File: src/rtl/ddr3_cmd_timer.sv
// DDR3 command timing stage: spaces init/refresh commands and arbitrates the user port.
// Optional DDR3_SHORT_ZQ_EN shortens the ZQCL wait to 64 cycles for fast simulation.
module ddr3_cmd_timer #(
    parameter int DDR_ROW_BITS = 13,
    parameter int CMOD         = 12,
    parameter int CZQINIT      = 512,
    parameter int CRP          = 3,
    parameter int CRFC         = 11
) (
    input  logic                    clock,
    input  logic                    reset_n,
    input  logic                    cfg_req_i,
    input  logic [2:0]              cfg_cmd_i,
    input  logic [2:0]              cfg_ba_i,
    input  logic [DDR_ROW_BITS-1:0] cfg_adr_i,
    input  logic                    cfg_run_i,
    input  logic                    cfg_ref_i,
    output logic                    cfg_rdy_o,
    input  logic                    usr_req_i,
    input  logic [2:0]              usr_cmd_i,
    input  logic [2:0]              usr_ba_i,
    input  logic [DDR_ROW_BITS-1:0] usr_adr_i,
    output logic                    usr_rdy_o,
    output logic                    dfi_ras_no,
    output logic                    dfi_cas_no,
    output logic                    dfi_we_no,
    output logic [2:0]              dfi_ba_o,
    output logic [DDR_ROW_BITS-1:0] dfi_adr_o
);

    localparam int TW = $clog2(CZQINIT + 1);
`ifdef DDR3_SHORT_ZQ_EN
    localparam int ZQ_WAIT = 64;
`else
    localparam int ZQ_WAIT = CZQINIT;
`endif

    localparam logic [2:0] CMD_MODE = 3'b000;
    localparam logic [2:0] CMD_REFR = 3'b001;
    localparam logic [2:0] CMD_PREC = 3'b010;
    localparam logic [2:0] CMD_ZQCL = 3'b110;
    localparam logic [2:0] CMD_NOOP = 3'b111;

    localparam logic [TW-1:0] T_ZERO = {TW{1'b0}};
    localparam logic [TW-1:0] T_ONE  = TW'(1);
    localparam logic [TW-1:0] T_HOLD = TW'(2);
    localparam logic [DDR_ROW_BITS-1:0] ADR_ALL_BANKS =
        {{(DDR_ROW_BITS-11){1'b0}}, 1'b1, 10'b0000000000};

    typedef enum logic [2:0] {
        S_IDLE = 3'd0,
        S_WAIT = 3'd1,
        S_RPRE = 3'd2,
        S_RREF = 3'd3,
        S_HOLD = 3'd4
    } state_t;

    state_t                  state_q, state_d;
    logic [TW-1:0]           timer_q, timer_d, timer_dec_s;
    logic [2:0]              cmd_q, cmd_d;
    logic [2:0]              ba_q, ba_d;
    logic [DDR_ROW_BITS-1:0] adr_q, adr_d;
    logic                    cfg_rdy_q, cfg_rdy_d;
    logic                    usr_rdy_q, usr_rdy_d;

    function automatic logic [TW-1:0] cfg_wait(input logic [2:0] cmd);
        case (cmd)
            CMD_MODE: cfg_wait = TW'(CMOD);
            CMD_ZQCL: cfg_wait = TW'(ZQ_WAIT);
            CMD_PREC: cfg_wait = TW'(CRP);
            CMD_REFR: cfg_wait = TW'(CRFC);
            default:  cfg_wait = T_ONE;
        endcase
    endfunction

    // Only MODE/REFR/PREC/ZQCL are legal init commands; the rest go out as NOOP.
    function automatic logic cfg_cmd_real(input logic [2:0] cmd);
        case (cmd)
            CMD_MODE, CMD_REFR, CMD_PREC, CMD_ZQCL: cfg_cmd_real = 1'b1;
            default:                                cfg_cmd_real = 1'b0;
        endcase
    endfunction

    assign timer_dec_s = (timer_q != T_ZERO) ? (timer_q - T_ONE) : T_ZERO;
    assign usr_rdy_o   = usr_rdy_q & cfg_run_i & ~cfg_ref_i;
    assign cfg_rdy_o   = cfg_rdy_q;
    assign dfi_ras_no  = cmd_q[2];
    assign dfi_cas_no  = cmd_q[1];
    assign dfi_we_no   = cmd_q[0];
    assign dfi_ba_o    = ba_q;
    assign dfi_adr_o   = adr_q;

    // State and output registers with synchronous active-low reset
    always_ff @(posedge clock) begin
        if (!reset_n) begin
            state_q   <= S_IDLE;
            timer_q   <= T_ZERO;
            cmd_q     <= CMD_NOOP;
            ba_q      <= 3'b000;
            adr_q     <= {DDR_ROW_BITS{1'b0}};
            cfg_rdy_q <= 1'b0;
            usr_rdy_q <= 1'b0;
        end else begin
            state_q   <= state_d;
            timer_q   <= timer_d;
            cmd_q     <= cmd_d;
            ba_q      <= ba_d;
            adr_q     <= adr_d;
            cfg_rdy_q <= cfg_rdy_d;
            usr_rdy_q <= usr_rdy_d;
        end
    end

    // Next-state logic
    always_comb begin
        state_d = state_q;
        case (state_q)
            S_IDLE: begin
                if (!cfg_run_i) begin
                    state_d = cfg_req_i ? S_WAIT : S_IDLE;
                end else begin
                    state_d = cfg_ref_i ? S_RPRE : S_IDLE;
                end
            end
            S_WAIT:  state_d = (timer_q <= T_ONE)  ? S_IDLE : S_WAIT;
            S_RPRE:  state_d = (timer_q == T_ZERO) ? S_RREF : S_RPRE;
            S_RREF:  state_d = (timer_q <= T_ONE)  ? S_HOLD : S_RREF;
            S_HOLD:  state_d = (timer_q == T_ZERO) ? S_IDLE : S_HOLD;
            default: state_d = S_IDLE;
        endcase
    end

    // Command, timer and ready outputs; HOLD spans the rdy pulse plus two cycles
    always_comb begin
        cmd_d     = CMD_NOOP;
        ba_d      = ba_q;
        adr_d     = adr_q;
        timer_d   = timer_dec_s;
        cfg_rdy_d = 1'b0;
        usr_rdy_d = (state_d == S_IDLE) & cfg_run_i;
        case (state_q)
            S_IDLE: begin
                if (!cfg_run_i) begin
                    if (cfg_req_i) begin
                        timer_d = cfg_wait(cfg_cmd_i);
                        if (cfg_cmd_real(cfg_cmd_i)) begin
                            cmd_d = cfg_cmd_i;
                            ba_d  = cfg_ba_i;
                            adr_d = cfg_adr_i;
                        end else begin
                            cmd_d = CMD_NOOP;
                        end
                    end else begin
                        cfg_rdy_d = 1'b1;
                    end
                end else if (cfg_ref_i) begin
                    cmd_d   = CMD_PREC;
                    adr_d   = ADR_ALL_BANKS;
                    timer_d = TW'(CRP);
                end else if (usr_req_i && usr_rdy_o) begin
                    cmd_d = usr_cmd_i;
                    ba_d  = usr_ba_i;
                    adr_d = usr_adr_i;
                end else begin
                    cmd_d = CMD_NOOP;
                end
            end
            S_WAIT: begin
                cfg_rdy_d = (timer_q <= T_ONE);
            end
            S_RPRE: begin
                if (timer_q == T_ZERO) begin
                    cmd_d   = CMD_REFR;
                    timer_d = TW'(CRFC);
                end else begin
                    cmd_d = CMD_NOOP;
                end
            end
            S_RREF: begin
                if (timer_q <= T_ONE) begin
                    cfg_rdy_d = 1'b1;
                    timer_d   = T_HOLD;
                end else begin
                    cfg_rdy_d = 1'b0;
                end
            end
            S_HOLD: begin
                cfg_rdy_d = 1'b0;
            end
            default: begin
                cmd_d = CMD_NOOP;
            end
        endcase
    end

endmodule

File: config.mk
export PLATFORM = sky130hd
export DESIGN_NAME = ddr3_cmd_timer
export DESIGN_NICKNAME = d
export VERILOG_FILES = /design/src/rtl/ddr3_cmd_timer.sv
export SDC_FILE = /design/constraint.sdc
export NUM_CORES = 1
export LEC_CHECK = 0
export ABC_CLOCK_PERIOD_IN_PS = 1600
export CAP_MARGIN = 20
export CORE_UTILIZATION = 41
export DETAILED_ROUTE_END_ITERATION = 10
export HOLD_SLACK_MARGIN = 0.1
export PLACE_DENSITY = 0.76
export SLEW_MARGIN = 20
export SYNTH_ARGS = -nofsm -noshare
export SYNTH_HDL_FRONTEND = slang
export SYNTH_SLANG_ARGS = --single-unit
File: constraint.sdc
create_clock -name clock -period 1.6 [get_ports clock]
set_input_delay 0.16 -clock clock [delete_from_list [all_inputs] [get_ports clock]]
set_output_delay 0.16 -clock clock [all_outputs]
set_load 0.01 [all_outputs]
== Yosys cells after proc, flatten, opt, wreduce, memory -nomap -nowiden ==
Index checks and enable logic that the tools add are counted.
Word-level totals
  ROM bits: 0
  register bits after elaboration: 34
  latch bits: 0
  bits in writable memories: 0
  input port bits: 44
  memories kept: 0
Operators by class
  $mul: 0
  reductions and logical operators: 11
  $add $sub $neg: 1
  muxes and demuxes: 41
  div/mod/pow operators: 0
  equality and inequality tests: 10
  order comparisons: 1
  bitwise logic cells: 4
  shifts and indexed selects: 0
Operators by type and width (count)
  two-way mux 13 bit: 5
  two-way mux 10 bit: 6
  one-hot mux 10 bit (4 select lines): 1
  two-way mux 3 bit: 13
  one-hot mux 10 bit (3 select lines): 1
  one-hot mux 3 bit (5 select lines): 1
  less-or-equal comparator 10 x 1 -> 1 bit, second input constant: 1
  logical NOT 10 bit: 1
  two-way mux 1 bit: 10
  nonzero test 10 bit: 1
  subtractor 10 x 1 -> 10 bit, second input constant: 1
  equality test 3 x 2 -> 1 bit, second input constant: 3
  logical NOT 3 bit: 3
  equality test 3 x 1 -> 1 bit, second input constant: 2
  equality test 3 bit, second input constant: 2
  one-hot mux 3 bit (2 select lines): 1
  AND reduction 5 bit: 1
  two-way mux 2 bit: 2
  AND reduction 4 bit: 1
  nonzero test 2 bit: 2
  OR reduction 4 bit: 1
  bitwise AND 1 bit: 3
  != test 3 x 1 -> 1 bit, second input constant: 1
  one-hot mux 1 bit (3 select lines): 1
  other kinds (4): 4

== Longest topological paths before layout ==
Gate-level depths: netlist (run 1).
  depth in word-level cells: 10
  mapped depth: 7
  gate-level depth less buffers: 7

== Least setup slack after synthesis (run 1) ==
OpenSTA, ideal clock, no wires.
  path kind: reg-to-reg
  from: register timer_q[0]
  to: register timer_q[4]
  path slack: -39 ps
  path buffers: 0
  library setup time: 72 ps
  arrival time: 1567 ps
  period minus slack after synthesis: 1639 ps
  stages on the path, launching flop included: 8
  required time: 1528 ps
  cells stage by stage: dfxtp_1 inv_1 ha_1 o211a_1 and4b_1 nor2_1 nand3_1 a21oi_1
On the way
  cells in the longest elaborated chain, start to end: 5
  elaborated cells between the ends (all ways): 11
  those cells by class: add/sub: 1; order compare: 1; mux: 7; reduce/logical: 2
RTL lines
  start: declaration: RTL line 59  | logic [TW-1:0] timer_q, timer_d, timer_dec_s;
  start signal: assignment: RTL line 105  | timer_q <= timer_d;
  subtractor 10 x 1 -> 10 bit or nonzero test 10 bit (tied branches): RTL line 84  | assign timer_dec_s = (timer_q != T_ZERO) ? (timer_q - T_ONE) : T_ZERO;
  two-way mux 10 bit: RTL line 84
  two-way mux 10 bit, on equally long branches: RTL line 144, 156
  two-way mux 10 bit: RTL line 143  | if (!cfg_run_i) begin
  one-hot mux 10 bit (3 select lines) *: RTL line 141  | case (state_q)
Mark *: on every way between the ends. The rest lies on a longest branch, timed or not.
A chain may end at the register's enable or synchronous reset.

== Final worst setup path (run 1) ==
  from: register timer_q[4]
  to: register usr_rdy_q
On the way
  cells in the longest elaborated chain, start to end: 5
  elaborated cells between the ends (all ways): 9
  those cells by class: order compare: 1; mux: 5; bitwise: 1; reduce/logical: 2
RTL lines
  less-or-equal comparator 10 x 1 -> 1 bit or logical NOT 10 bit (tied branches)
  two-way mux 3 bit, or another cell as far along: RTL line 127  | S_RREF: state_d = (timer_q <= T_ONE) ? S_HOLD : S_RREF;
  one-hot mux 3 bit (5 select lines) *: RTL line 117  | case (state_q)
  logical NOT 3 bit *: RTL line 140  | usr_rdy_d = (state_d == S_IDLE) & cfg_run_i;
  bitwise AND 1 bit *: RTL line 140
  end signal: assignment: RTL line 110  | usr_rdy_q <= usr_rdy_d;
  end: declaration: RTL line 64  | logic usr_rdy_q, usr_rdy_d;
Marked as above.

==> flow_metrics.py, run 1 <==
metrics = {
    "worst_setup_path": {
        "slowest_delay_ns": 0.36,
        "worst_path_dominant_cell_family": "compound AO/OA/AOI/OAI gates",
        "cp_cell_sequence": "nor4_4 -> o2111ai_1 -> a211oi_1 -> a21oi_1 -> nor3_1",
        "worstPathMaxFanout": 4,
        "setup.worst_path.class": "reg2reg",
        "end_kind": "flop",
        "critPathLaunchType": "flop",
        "required_ns": 1.81,
        "slowest_stage": "dfxtp_1",
        "arrival_ns": 1.78,
        "path_buf_inv": 0,
    },
    "clock_tree": {
        "cts_sinks": 34,
        "clk_path_buf_depth": 2,
        "clk_latency_ns": 0.28,
        "cts_tree": "yes",
        "clk_pin_slew_ns": 0.08,
        "h-tree-depth": 2,
        "cts-root-buf": "clkbuf_8",
        "cts_made_buffers": 5,
    },
    "synthesis": {
        "ys_top_cells_by_count": "dfxtp_1, nand2_1, nor2_1",
        "synthDominantCellAreaShare": 0.3586,
        "async_flop_share": 0,
        "syn-num-nets": 278,
        "synth.distinct_cells": 45,
        "ys_ff_latch": 34,
        "syn_inst": 231,
        "yosysMostFrequentCell": "dfxtp_1",
        "yosys_warnings": 0,
        "synth.avg_cell_area_um2": 8.217,
        "synth.largest_area_cell": "dfxtp_1",
        "synth_edf_count": 0,
        "ys_top_cells_by_area": "dfxtp_1, o211a_1, nand2_1",
        "synthesis.area_um2": 1898,
        "synth_ff_type": "dfxtp_1",
        "ys_seq_area_frac": 0.3586,
    },
    "sta": {
        "max_slew_margin": 0.6685,
        "tightest_slew_ns": 0.4935,
        "hold_viol": 0,
        "finalCriticalPeriod_ns": 1.569,
        "fin_setup_tns_ns": 0,
        "fin_crit_sh": 0.9805,
        "rsz0062_at_grt": "true",
        "finalSetupViolCount": 0,
        "worst_clock_skew_ns": 0.004479,
        "layout_setup_ws_ns": 0.03122,
        "slew_viol_final": 0,
        "fmax_ghz": 0.6374,
    },
    "grt": {
        "grt_max_degree": 27,
        "grt_pass1_vias": 1930,
        "grt-ovfl-total": 0,
        "antenna_found_initial": 0,
        "grt_usage": 0.2030,
        "grt_pass1_wl_mm": 8.031,
    },
    "placement": {
        "place_ws_ns": -0.2580,
        "portBuffers": 64,
        "dpl.hpwl_mm": 3.732,
        "placedCellCount": 364,
        "gp_congestion": 0.8755,
    },
    "drt": {
        "drc_errors": 0,
        "detail_route.iter0.violations": 133,
        "viasPerCell": 5.219,
        "routed_wl_mm": 4.819,
        "post_drt_wl_per_cell_um": 12.89,
        "dr.pass1.iters": 4,
        "vias": 1952,
        "ant_nets": 0,
    },
    "layout": {
        "layout-drive-gt1-share": 0.1863,
        "area_delta_synth_final_pct": 56.43,
        "fin_nets": 368,
        "final_cells": 374,
        "fin_util": 0.6726,
        "num_antenna_cells": 0,
    },
    "pwr": {
        "pwr-share-clk": 0.185,
        "p_switching_w": 0.001600,
        "internal_power_w": 0.002720,
        "powerDensity_nw_per_um2": 1455,
        "finalPower_w": 0.004320,
        "peakVddDrop_v": 0.0005328,
        "switching_share": 0.3704,
        "seqPwrFrac": 0.293,
        "leakagePower_nw": 1.331,
        "pwr-share-comb": 0.522,
    },
    "run_status": {
        "status": "finished clean",
    },
    "floorplanning": {
        "rows": 24,
        "boundaryPins": 65,
        "die_x_um": 70.04,
        "core_um2": 4414,
        "dieArea_um2": 4906,
        "fp.dieH_um": 70.04,
        "start_util": 0.4300,
    },
    "min_path": {
        "min_path_type": "reg2reg",
    },
    "flow_run": {
        "maxCapViolations": 0,
    },
}
worst register-to-register path, stage by stage (launching register included):
cell and delay [ns]:
dfxtp_1 0.36, nor4_4 0.36, o2111ai_1 0.26, a211oi_1 0.28, a21oi_1 0.07, nor3_1 0.17
per-layer routing:
layer	up-vias	wire (um)	track usage
li1	997	-	-
met1	877	2021	0.2330
met2	70	2308	0.3558
met3	8	422	0.06205
met4	0	67	0.06889
met5	-	0	0
cells by family after synthesis:
logic type | Yosys count | share of synthesized area
and+or+nand+nor | 104 | 0.2802
AOI/OAI and AO/OA | 63 | 0.2426
DFF | 34 | 0.3586
buffers and inverters | 16 | 0.04482
xor gates and xnor gates | 7 | 0.03230
muxes | 4 | 0.02175
adders and majority gates | 3 | 0.01978
path summary, 6_finish.rpt:
check                                   start            end  slack, ns  cells after the start
worst min-delay path            dfi_adr_o[10]  dfi_adr_o[10]       0.47                      2
worst min register to register  dfi_adr_o[10]  dfi_adr_o[10]       0.47                      2
worst max register to register     timer_q[4]      usr_rdy_q       0.03                      5
worst max-delay path               timer_q[4]      usr_rdy_q       0.03                      5
power groups by stage:
| stage | logic (W) | registers, W | clock network [W] |
|---|---|---|---|
| floorplan | 0.00126 | 0.00130 | 0 |
| global placement | 0.00205 | 0.00125 | 0 |
| detailed placement | 0.00208 | 0.00126 | 0 |
| CTS | 0.00209 | 0.00125 | 0.000819 |
| global route | 0.00249 | 0.00129 | 0.000851 |
| finish | 0.00226 | 0.00126 | 0.000799 |
registers in the layout, summed over array words and instances, names as in the netlist:
| register | flops |
|---|---|
| dfi_ba_o | 3 |
| dfi_adr_o | 13 |
| timer_q | 10 |
| cmd_q | 3 |
| cfg_rdy_o | 1 |
| usr_rdy_q | 1 |
| state_q | 3 |
final cells by class:
| cell class | count | area, um^2 |
|---|---|---|
| fillers | 391 | 1445 |
| inverters | 3 | 11.26 |
| well taps | 52 | 65.06 |
| clock inverters | 3 | 45.04 |
| repair buffers | 96 | 895.9 |
| flip-flops and latches | 34 | 684.4 |
| clock buffers | 5 | 68.82 |
| multi-input cells | 181 | 1199 |
layout by cell type, fill, tap and decap left out, drive strengths merged, types with 2 or more instances in the layout:
cell and instances:
a211oi 3, a21boi 2, a21oi 22, a31oi 3, and2 2, and3 2
buf 32, clkbuf 5, clkdlybuf4s50 63, clkinvlp 2, dfxtp 34, ha 3
inv 3, mux2i 3, nand2 33, nand2b 5, nand3 9, nor2 23
nor2b 16, nor3 5, nor4 3, o2111ai 3, o211a 16, o21ai 7
or3 2, xnor2 3, xor2 4
through the flow:
| stage | area [um^2] | hold slack (ns) |
|---|---|---|
| finish | 2969 | 0.4707 |
| global route | 2969 | 0.4736 |
| CTS | 2900 | 0.4708 |
| detailed placement | 2775 | 0.4642 |
| global placement | 2775 | 0.4587 |
| floorplan | 1906 | 0.2949 |
what timing repair did:
action | CTS | global route
hold buffers | 0 | 0
pin swaps | 2 | 3
setup buffers | 0 | 2
resized for setup | 6 | 12
endpoints found under the setup margin | 3 | 16
No activity file was read; power rests on OpenSTA's default activity.
==> run 2: changes to the inputs <==
==> constraint.sdc (replaced) <==
create_clock -name clock -period 1.6 [get_ports clock]
set_input_delay 0.24 -clock clock [delete_from_list [all_inputs] [get_ports clock]]
set_output_delay 0.24 -clock clock [all_outputs]
set_load 0.01 [all_outputs]
==> run 2 against run 1 <==
- sequential power about the same
- register-to-register slack better by 0.06 ns
- sequential share of layout area fell by 0.10 points
- highest routed layer unchanged
- global-route usage rose by 1.2 points
- combinational power grew 4%
- via count grew 2.2%
- core utilization is 0.43 points higher
==> flow_metrics.py, run 2 (synthesis gave the netlist of run 1 again) <==
metrics = {
    "layout": {
        "num_antenna_cells": 0,
        "area_delta_synth_final_pct": 57.42,
        "layout-drive-gt1-share": 0.2260,
        "final_common_cell": "clkdlybuf4s50_1",
        "fin_nets": 370,
        "fin_util": 0.6769,
        "final_cell_mix": "clkdlybuf4s50_1, nand2_1, buf_4, dfxtp_1, a21oi_1",
        "largest_reg_flops": 13,
    },
    "drt": {
        "detail_route.iter0.violations": 184,
        "ant_nets": 0,
        "vias": 1995,
        "dr.pass1.iters": 4,
        "drc_errors": 0,
        "routed_wl_mm": 5.100,
        "viasPerCell": 5.320,
        "post_drt_wl_per_cell_um": 13.60,
    },
    "grt": {
        "antenna_found_initial": 0,
        "grt_pass1_wl_mm": 8.507,
        "grt_max_degree": 27,
        "grt_usage": 0.2146,
        "grt-ovfl-total": 0,
        "grt_pass1_vias": 1924,
    },
    "worst_setup_path": {
        "end_kind": "flop",
        "critPathLaunchType": "flop",
        "setup.worst_path.class": "reg2reg",
        "worstPathMaxFanout": 5,
        "required_ns": 1.82,
        "arrival_ns": 1.73,
    },
    "floorplanning": {
        "rows": 24,
        "dieArea_um2": 4906,
        "die_x_um": 70.04,
        "start_util": 0.4300,
        "core_um2": 4414,
        "boundaryPins": 65,
        "fp.dieH_um": 70.04,
    },
    "clock_tree": {
        "cts-root-buf": "clkbuf_8",
        "cts_made_buffers": 5,
        "cts_sinks": 34,
        "clk_latency_ns": 0.28,
        "h-tree-depth": 2,
        "clk_pin_slew_ns": 0.07,
        "ctsHoldBuffers": 0,
        "clk_path_buf_depth": 2,
        "cts_tree": "yes",
    },
    "sta": {
        "fmax_ghz": 0.6625,
        "worst_clock_skew_ns": 0.003087,
        "finalSetupViolCount": 0,
        "fin_crit_sh": 0.9434,
        "slew_viol_final": 0,
        "rsz0062_at_grt": "true",
        "max_slew_margin": 0.7634,
        "hold_viol": 0,
        "tightest_slew_ns": 0.3522,
        "layout_setup_ws_ns": 0.09054,
        "finalCriticalPeriod_ns": 1.509,
    },
    "pwr": {
        "peakVddDrop_v": 0.0006678,
        "leakagePower_nw": 1.345,
        "finalPower_w": 0.004229,
        "pwr-share-clk": 0.141,
        "pwr-share-comb": 0.557,
        "switching_share": 0.3910,
        "seqPwrFrac": 0.302,
        "internal_power_w": 0.002576,
        "powerDensity_nw_per_um2": 1415,
        "p_switching_w": 0.001653,
    },
    "placement": {
        "place_ws_ns": -0.3051,
        "gp_congestion": 0.8895,
        "portBuffers": 64,
        "dpl.hpwl_mm": 3.701,
    },
    "run_status": {
        "status": "finished clean",
    },
    "min_path": {
        "min_path_type": "reg2reg",
    },
    "flow_run": {
        "maxCapViolations": 0,
    },
}
-- run 2: changes by cell type in the layout (fill, tap and decap cells not counted), moves of 2 or more --
cell and change:
clkinv_2 +2, nand2b_1 -2, clkinvlp_4 -2, nor2_2 +2, buf_4 +3, nor2_1 -2
-- run 2: path summary, 6_finish.rpt --
check                start       endpoint  slack, ns  cells past startpoint
max             timer_q[0]     timer_q[4]       0.09                      7
min          dfi_adr_o[10]  dfi_adr_o[10]       0.47                      2
max reg2reg     timer_q[0]     timer_q[4]       0.09                      7
min reg2reg  dfi_adr_o[10]  dfi_adr_o[10]       0.47                      2
-- run 2: worst max-delay path, stage by stage (launching register included) --
cell	delay [ns]
dfxtp_2	0.35
inv_2	0.04
ha_2	0.18
o211a_1	0.21
and4b_2	0.25
nor2_4	0.14
nand3_4	0.13
a21oi_2	0.13
-- run 2: final cells by class --
| cell class | instances | area (um^2) |
|---|---|---|
| Timing Repair Buffer | 98 | 909.6 |
| Clock buffer | 5 | 68.82 |
| Fill cell | 373 | 1426 |
| Clock inverter | 2 | 10.01 |
| Inverter | 3 | 11.26 |
| Sequential cell | 34 | 685.7 |
| Tap cell | 52 | 65.06 |
| Multi-Input combinational cell | 181 | 1237 |
-- run 2: routing by layer --
layer	vias up	track usage	routed length (um)
met5	-	0	0
met4	0	0.05333	53
met3	8	0.07792	417
met2	68	0.3729	2585
met1	916	0.2493	2044
li1	1003	-	-
-- run 2: what timing repair did --
action,CTS,global route
gates resized for setup,9,21
pin swaps,2,9
hold endpoints to repair,0,0
setup endpoints to repair,10,30
setup buffers,0,3
-- run 2: stage by stage --
step | hold WS (ns) | TNS, ns | cell area [um^2] | instances
floorplan | 0.3749 | 0 | 1906 | 231
global placement | 0.4576 | -5.984 | 2783 | 365
detailed placement | 0.4655 | -6.759 | 2783 | 365
CTS | 0.4750 | 0 | 2887 | 372
global route | 0.4770 | -0.08312 | 2988 | 375
finish | 0.4718 | 0 | 2988 | 375
-- run 2: power by group through the flow --
stage | Clock (W) | Combinational [W] | Sequential (W)
finish | 0.000594 | 0.00236 | 0.00128
global route | 0.000655 | 0.00258 | 0.00131
CTS | 0.000609 | 0.00215 | 0.00125
detailed placement | 0 | 0.00209 | 0.00126
global placement | 0 | 0.00206 | 0.00125
floorplan | 0 | 0.00126 | 0.00130
==> run 3: changes to the inputs <==
--- a/config.mk
+++ b/config.mk
@@ -5,7 +5,7 @@
 export SDC_FILE = /design/constraint.sdc
 export NUM_CORES = 1
 export LEC_CHECK = 0
-export ABC_CLOCK_PERIOD_IN_PS = 1600
+export ABC_CLOCK_PERIOD_IN_PS = 1300
 export CAP_MARGIN = 20
 export CORE_UTILIZATION = 41
 export DETAILED_ROUTE_END_ITERATION = 10
==> constraint.sdc (replaced) <==
create_clock -name clock -period 1.3 [get_ports clock]
set_input_delay 0.195 -clock clock [delete_from_list [all_inputs] [get_ports clock]]
set_output_delay 0.195 -clock clock [all_outputs]
set_load 0.01 [all_outputs]
==> run 3 against run 2 <==
- the flow now finishes with violations (setup timing)
- largest cell class unchanged
- critical endpoint is now timer_q[3]
- first-iteration DRC count rose by 1.6%
- count of clock-buffer cells in the layout up 1
- largest power group unchanged
- non-clock buffer count up 22
- flip-flop and latch count did not move
==> flow_metrics.py, run 3 (synthesis gave the netlist of run 1 again) <==
metrics = {
    "layout": {
        "regArea_um2": 691.9,
        "num_antenna_cells": 0,
        "layout-drive-gt1-share": 0.3728,
        "fin_nets": 392,
        "final_cell_mix": "buf_4, clkdlybuf4s50_1, dfxtp_1, dlygate4sd2_1, nand2_1",
        "fillCellCount": 299,
        "largest_reg_flops": 13,
        "final_common_cell": "buf_4",
        "final_cells": 398,
        "final_area_um2": 3417,
        "multi_input_area_um2": 1431,
        "area_delta_synth_final_pct": 80.03,
    },
    "floorplanning": {
        "core_um2": 4414,
        "start_util": 0.4300,
        "dieArea_um2": 4906,
        "rows": 24,
        "boundaryPins": 65,
        "fp.dieH_um": 70.04,
        "die_x_um": 70.04,
    },
    "placement": {
        "place_ws_ns": -0.5672,
        "placed_area_um2": 2938,
        "placedCellCount": 380,
        "gp_congestion": 1.007,
        "portBuffers": 64,
        "dpl.hpwl_mm": 3.888,
    },
    "clock_tree": {
        "clk_path_buf_depth": 2,
        "cts_sinks": 34,
        "clk_pin_slew_ns": 0.07,
        "cts-root-buf": "clkbuf_8",
        "cts_made_buffers": 5,
        "cts_tree": "yes",
        "h-tree-depth": 2,
        "clk_latency_ns": 0.29,
    },
    "pwr": {
        "peakVddDrop_v": 0.0009198,
        "leakagePower_nw": 1.592,
        "powerDensity_nw_per_um2": 1941,
    },
    "drt": {
        "vias": 2194,
        "routed_wl_mm": 6.127,
        "ant_nets": 0,
        "dr.pass1.iters": 4,
        "drc_errors": 0,
        "detail_route.iter0.violations": 187,
        "viasPerCell": 5.513,
        "post_drt_wl_per_cell_um": 15.39,
    },
    "run_status": {
        "violations": "setup timing",
        "status": "finished with violations",
    },
    "worst_setup_path": {
        "end_kind": "flop",
        "reg2regPathDepth": 6,
        "reg2reg_slack_ns": -0.25,
        "arrival_ns": 1.72,
        "slowest_stage": "dfxtp_2",
        "cp_cell_sequence": "nor4_4 -> buf_6 -> and4b_2 -> nor2_2 -> a31oi_1 -> o22ai_1",
        "critPathLaunchType": "flop",
        "worstPathMaxFanout": 3,
        "worstReg2RegEnd": "timer_q[3]",
        "worstReg2RegStart": "timer_q[6]",
        "required_ns": 1.47,
        "setup.worst_path.class": "reg2reg",
        "slowest_delay_ns": 0.34,
    },
    "sta": {
        "tightest_slew_ns": 0.3369,
        "hold_viol": 0,
        "finalSetupViolCount": 33,
        "slew_viol_final": 0,
        "fmax_ghz": 0.6447,
        "holdWs_ns": 0.3762,
        "max_slew_margin": 0.7742,
        "fin_crit_sh": 1.193,
        "layout_setup_ws_ns": -0.2511,
        "rsz0062_at_grt": "true",
        "worst_clock_skew_ns": 0.005638,
        "finalCriticalPeriod_ns": 1.551,
    },
    "min_path": {
        "min_path_cells": 3,
        "min_path_type": "in2reg",
        "hold-path-endpoint": "usr_rdy_q",
        "hp-start": "cfg_run_i",
    },
    "grt": {
        "grt_pass1_vias": 2192,
        "grt_pass1_wl_mm": 9.487,
        "grt_usage": 0.2421,
        "grt-ovfl-total": 0,
        "antenna_found_initial": 0,
        "grt_max_degree": 27,
    },
    "flow_run": {
        "maxCapViolations": 0,
    },
}
-- run 3: cell count changes in the layout (fill, tap and decap cells not counted), moves of 5 or more --
cell / previous run / this run
buf_4: 33 / 45
buf_6: 0 / 7
nand2_2: 0 / 10
dlygate4sd2_1: 1 / 22
a21oi_1: 20 / 15
clkdlybuf4s50_1: 62 / 40
nand2_1: 33 / 19
-- run 3: per-layer routing --
metal | vias up | global-route usage | share of wire
met4 | 0 | 0.1111 | 0.026
met2 | 106 | 0.4103 | 0.51
met1 | 1019 | 0.2771 | 0.39
met3 | 20 | 0.07504 | 0.073
li1 | 1049 | - | -
met5 | - | 0 | 0
-- run 3: stage by stage --
| step | TNS [ns] | total power [W] | utilization |
|---|---|---|---|
| after floorplan | -4.323 | 0.003356 | - |
| after global placement | -14.26 | 0.004453 | 0.6655 |
| after detailed placement | -14.87 | 0.004487 | 0.6655 |
| after CTS | -4.537 | 0.006179 | 0.7304 |
| after global routing | -7.652 | 0.007029 | 0.7741 |
| final | -5.814 | 0.006632 | 0.7741 |
-- run 3: final cells by class --
cell class | count | area share
clock buffers | 6 | 0.02417
clock inverters | 2 | 0.003662
inverters | 3 | 0.004760
multi-input cells | 181 | 0.4189
flip-flops and latches | 34 | 0.2025
well taps | 52 | 0.01904
repair buffers | 120 | 0.3270
-- run 3: worst max path at each step --
stage | start | end
3_3_place_gp | cfg_cmd_i[1] | dfi_ba_o[0]
5_1_grt | state_q[2] | dfi_adr_o[10]
4_1_cts | timer_q[6] | timer_q[3]
6_report | timer_q[6] | timer_q[3]
2_1_floorplan | state_q[2] | dfi_adr_o[11]
3_5_place_dp | cfg_cmd_i[1] | dfi_ba_o[1]
-- run 3: where the power goes --
group	total, W	internal [W]	switching, W
sequential	0.00158	0.00134	0.000237
combinational	0.00422	0.00225	0.00197
clock	0.000836	0.000426	0.000410
total	0.00663	0.00402	0.00261
-- run 3: worst max-delay path: cells and delay by family, from the launching register on --
kind / cells / cell delay [ns]
AO/OA/AOI/OAI: 2 / 0.30
buffers and inverters: 1 / 0.15
flip-flops: 1 / 0.34
AND/OR/NAND/NOR: 3 / 0.64
-- run 3: repair_timing --
action	CTS	global route
hold buffers	0	0
pin swaps	17	6
setup buffers	3	4
setup endpoints to repair	55	34
resized for setup	65	32
gates cloned	1	2
